## src/rtl/pmod_clkgen.sv

```systemverilog
// Multi-channel programmable clock/strobe generator for PMOD pins.
// Each channel divides sysclk by 2(N+1); divisor changes are applied only on toggle boundaries or sync.
module pmod_clkgen #(
   parameter int CHANNELS    = 4,
   parameter int DIV_WIDTH   = 16,
   parameter int DEFAULT_DIV = 0
) (
   input  logic                 sysclk,
   input  logic                 rst,
   input  logic [CHANNELS-1:0]  en,
   input  logic                 sync,
   input  logic                 div_we,
   input  logic [3:0]           div_sel,
   input  logic [DIV_WIDTH-1:0] div_data,
   output logic [CHANNELS-1:0]  pmod_pin,
   output logic [CHANNELS-1:0]  tick
);

   localparam logic [DIV_WIDTH-1:0] DEF_DIV = DIV_WIDTH'(DEFAULT_DIV);

   logic [DIV_WIDTH-1:0] cnt_q [CHANNELS];
   logic [DIV_WIDTH-1:0] cnt_d [CHANNELS];
   logic [DIV_WIDTH-1:0] act_q [CHANNELS];
   logic [DIV_WIDTH-1:0] act_d [CHANNELS];
   logic [DIV_WIDTH-1:0] shd_q [CHANNELS];
   logic [DIV_WIDTH-1:0] shd_d [CHANNELS];
   logic [CHANNELS-1:0]  out_q, out_d;
   logic [CHANNELS-1:0]  tick_q, tick_d;

   always_comb begin
      for (int i = 0; i < CHANNELS; i++) begin
         cnt_d[i]  = cnt_q[i];
         act_d[i]  = act_q[i];
         shd_d[i]  = shd_q[i];
         out_d[i]  = out_q[i];
         tick_d[i] = 1'b0;

         // Out-of-range selects never match any channel, so such writes vanish.
         if (div_we && (div_sel == 4'(i))) begin
            shd_d[i] = div_data;
         end

         // cnt never exceeds act_q: act_q only changes when cnt restarts at 0.
         if (sync) begin
            cnt_d[i] = '0;
            out_d[i] = 1'b0;
            act_d[i] = shd_q[i];
         end else if (!en[i]) begin
            cnt_d[i] = '0;
            out_d[i] = 1'b0;
         end else if (cnt_q[i] == act_q[i]) begin
            cnt_d[i]  = '0;
            out_d[i]  = ~out_q[i];
            act_d[i]  = shd_q[i];
            tick_d[i] = ~out_q[i];
         end else begin
            cnt_d[i] = cnt_q[i] + 1'b1;
         end
      end
   end

   always_ff @(posedge sysclk or posedge rst) begin
      if (rst) begin
         for (int i = 0; i < CHANNELS; i++) begin
            cnt_q[i] <= '0;
            act_q[i] <= DEF_DIV;
            shd_q[i] <= DEF_DIV;
         end
         out_q  <= '0;
         tick_q <= '0;
      end else begin
         for (int i = 0; i < CHANNELS; i++) begin
            cnt_q[i] <= cnt_d[i];
            act_q[i] <= act_d[i];
            shd_q[i] <= shd_d[i];
         end
         out_q  <= out_d;
         tick_q <= tick_d;
      end
   end

   assign pmod_pin = out_q;
   assign tick     = tick_q;

endmodule

```

## config.mk

```make
export PLATFORM = sky130hd
export DESIGN_NAME = pmod_clkgen
export DESIGN_NICKNAME = d
export VERILOG_FILES = /design/src/rtl/pmod_clkgen.sv
export SDC_FILE = /design/constraint.sdc
export NUM_CORES = 1
export LEC_CHECK = 0
export ABC_AREA = 1
export CORE_MARGIN = 4
export CORE_UTILIZATION = 46
export CTS_CLUSTER_DIAMETER = 100
export DETAILED_ROUTE_END_ITERATION = 8
export PLACE_DENSITY = 0.72
export SLEW_MARGIN = 10
export SYNTH_ARGS = -nofsm -noshare
export SYNTH_HDL_FRONTEND = slang
export SYNTH_SLANG_ARGS = --single-unit
```

## constraint.sdc

```tcl
create_clock -name sysclk -period 13.3 [get_ports sysclk]
set_input_delay 3.99 -clock sysclk [delete_from_list [all_inputs] [get_ports sysclk]]
set_output_delay 3.99 -clock sysclk [all_outputs]
set_load 0.01 [all_outputs]
```

==> out/results.tsv <==
metric	value	unit
start_util	47.28	%
max_stage_delay	610	ps
io_buffers	35	
clkSinkCount	200	
synth_top_area_share	51.81	%
cts_tree	done	
rsz0062_at_grt	false	
seqPwrFrac	49.9	%
synth_warnings	0	
num_rows	52	
fin_util	52.65	%
routed_via_density	4.996	
layout_min_cycle_time	5792	ps
slew_headroom	30.33	%
layout-drive-gt1-share	6.042	%
status	finished, final reports clean	
p_per_area	139.6	mW/mm²
clockPowerShare	34.2	%
grt_pass1_wl	35600	µm
hp-class	flip-flop to flip-flop	
maxCapViolCount	0	
drtPass1Iterations	5	
crit_path_frequent_cell	nand2_1	
power.share.switching	30.26	%
die-area	0.02338	mm²
ctsHoldBuffers	0	
ant_nets	0	
hold_end	cnt_q[0]	
rrSetupSlack	11600	ps
io_pins	36	
worst_r2r_path_depth	9	
drt_iter0_drc	599	
htree_levels	4	
cts_resized	0	
routabilityCongestion	0.7914	
grt_pass1_vias	7194	
grt-ovfl-total	0	
synth.distinct_cells	25	
power.internal	1.047	mW
grt_antenna_before_repair	0	
path_clk_slew	70	ps
cp.arrival	6120	ps
cp.required	13630	ps
p_switching	0.4545	mW
cp-end-kind	flip-flop	
worst_hold_slack	487.4	ps
drt-total-wl	20800	µm
synthToLayoutAreaGrowth	11.36	%
cp_max_fo	72	
avgRoutedWirePerCell	13.33	µm
comb_power_share	15.9	%
hold_viol	0	
clockBufferDepth	2	
setup_violations	0	
vdd_drop_max	0.09184	mV
max_freq	0.1727	GHz
synth.area.top_cells	dfrtp_1 (52%), nand2_1 (14%), nand3_1 (8.2%)	
r2r-end	cnt_q[12]	
cts_made_buffers	17	
tns	0	ps
final-max-slew-violation-count	0	
dieWidth	152.9	µm
dr_total_vias	7799	
yosysSeqAreaShare	51.81	%
finalClockSkew	9.092	ps
p_leak	5.369	nW
clock_latency	430	ps
synth_cells	1258	
die_y	152.9	µm
grt_usage	18.25	%
nNetsFinal	1310	
slowest_stage	buf_4	
finalCritPeriodShare	43.55	%
hp-start	cnt_q[0]	
min_path_cells	1	
ys_ff_latch	200	
core-area	0.02043	mm²
drt_drc_violations_left	0	
syn-num-nets	1290	
cp-start-kind	primary input	
worstReg2RegStart	cnt_q[0]	
root_buffer	clkbuf_16	
dp_hpwl	14390	µm
tightest_slew	1045	ps
diodes	0	
crit_chain	clkdlybuf4s50_1, inv_2, buf_4, nand2_1, nand3_1, nand2_1	
synth.avg_cell_area	7.678	µm²
grt_max_degree	152	
synth_largest_area_cell	dfrtp_1	
syn_area	0.009659	mm²
cts_setup_buffers	0	
worst-setup-path-type	primary input to flip-flop	
critical path: cells and delay by family:
family | cells | cell delay [ps]
buf+inv | 3 | 1220
simple gates | 3 | 880
per-stage QoR:
step | power [mW] | area, µm² | setup WS [ps] | cells
after global routing | 1.589 | 10760 | 7332 | 1561
after detailed placement | 1.001 | 10180 | 7086 | 1529
after CTS | 1.512 | 10760 | 7544 | 1561
after global placement | 0.9926 | 10180 | 7159 | 1529
final | 1.502 | 10760 | 7508 | 1561
after floorplan | 0.9335 | 9659 | 3856 | 1258
per-layer routing:
metal / vias up / GRT usage [%] / wire [µm]
met5: - / 0 / 0
met4: 0 / 3.818 / 237
met3: 22 / 3.478 / 795
met2: 155 / 28.94 / 9620
met1: 3671 / 26.43 / 10150
li1: 3951 / - / -
registers in the layout, summed over array words and instances (netlist names):
name / cells
act_q: 64
shd_q: 64
cnt_q: 64
tick: 4
pmod_pin: 4
cell usage in the layout, fill, tap and decap left out, drive strengths merged, types with 7 or more instances in the layout:
master and instances:
nor2 166, nor3 27, nand2 376, a21oi 14, xor2 20, inv 173
dfrtp 200, clkinv 7, clkdlybuf4s50 35, o21ai 79, nand3 162, clkbuf 19
worst max-delay path by stage:
stage | from | endpoint | cells after the start
6_report | sync | act_q[21] | 6
3_5_place_dp | sync | act_q[21] | 6
4_1_cts | sync | act_q[18] | 6
5_1_grt | sync | act_q[52] | 6
2_1_floorplan | rst | act_q[0] | 1
3_3_place_gp | sync | act_q[22] | 6
area by class of cell:
class | instances | area [µm²]
clock inverters | 13 | 136.4
well taps | 270 | 337.8
inverters | 169 | 641.9
clock buffers | 19 | 442.9
fillers | 1918 | 9673
repair buffers | 37 | 365.4
flip-flops and latches | 200 | 5005
multi-input cells | 853 | 3827
Yosys cell counts:
library cell,count
a31oi_1,1
ha_1,4
nand4_1,4
o21ai_0,79
nor2_4,3
nor2_1,155
buf_6,4
nor3_2,1
nand2_4,6
nor3_1,26
clkinv_1,2
nand3_2,4
nand2_1,365
nand2_2,5
buf_2,7
clkbuf_1,16
nand3_1,158
nor2_2,8
inv_2,17
buf_4,5
inv_1,150
a21oi_1,14
buf_1,4
dfrtp_1,200
xor2_1,20
cell families (layout without fill, tap and decap cells):
kind of cell    Yosys count  in the layout  share of synthesized area [%]
buf+inv                 205            238                          8.562
flops                   200            200                          51.81
xor+xnor                 20             20                          1.813
simple gates            735            735                          32.41
fa+ha+maj                 4              4                         0.5182
compound gates           94             94                          4.883
power groups by stage:
stage / clock network [mW] / logic, mW / registers, mW
3_5_place_dp: 0 / 0.240 / 0.760
4_1_cts: 0.520 / 0.243 / 0.749
6_report: 0.514 / 0.239 / 0.749
2_1_floorplan: 0 / 0.194 / 0.739
5_1_grt: 0.551 / 0.280 / 0.759
3_3_place_gp: 0 / 0.233 / 0.760
Power figures use the tool's default switching activity.
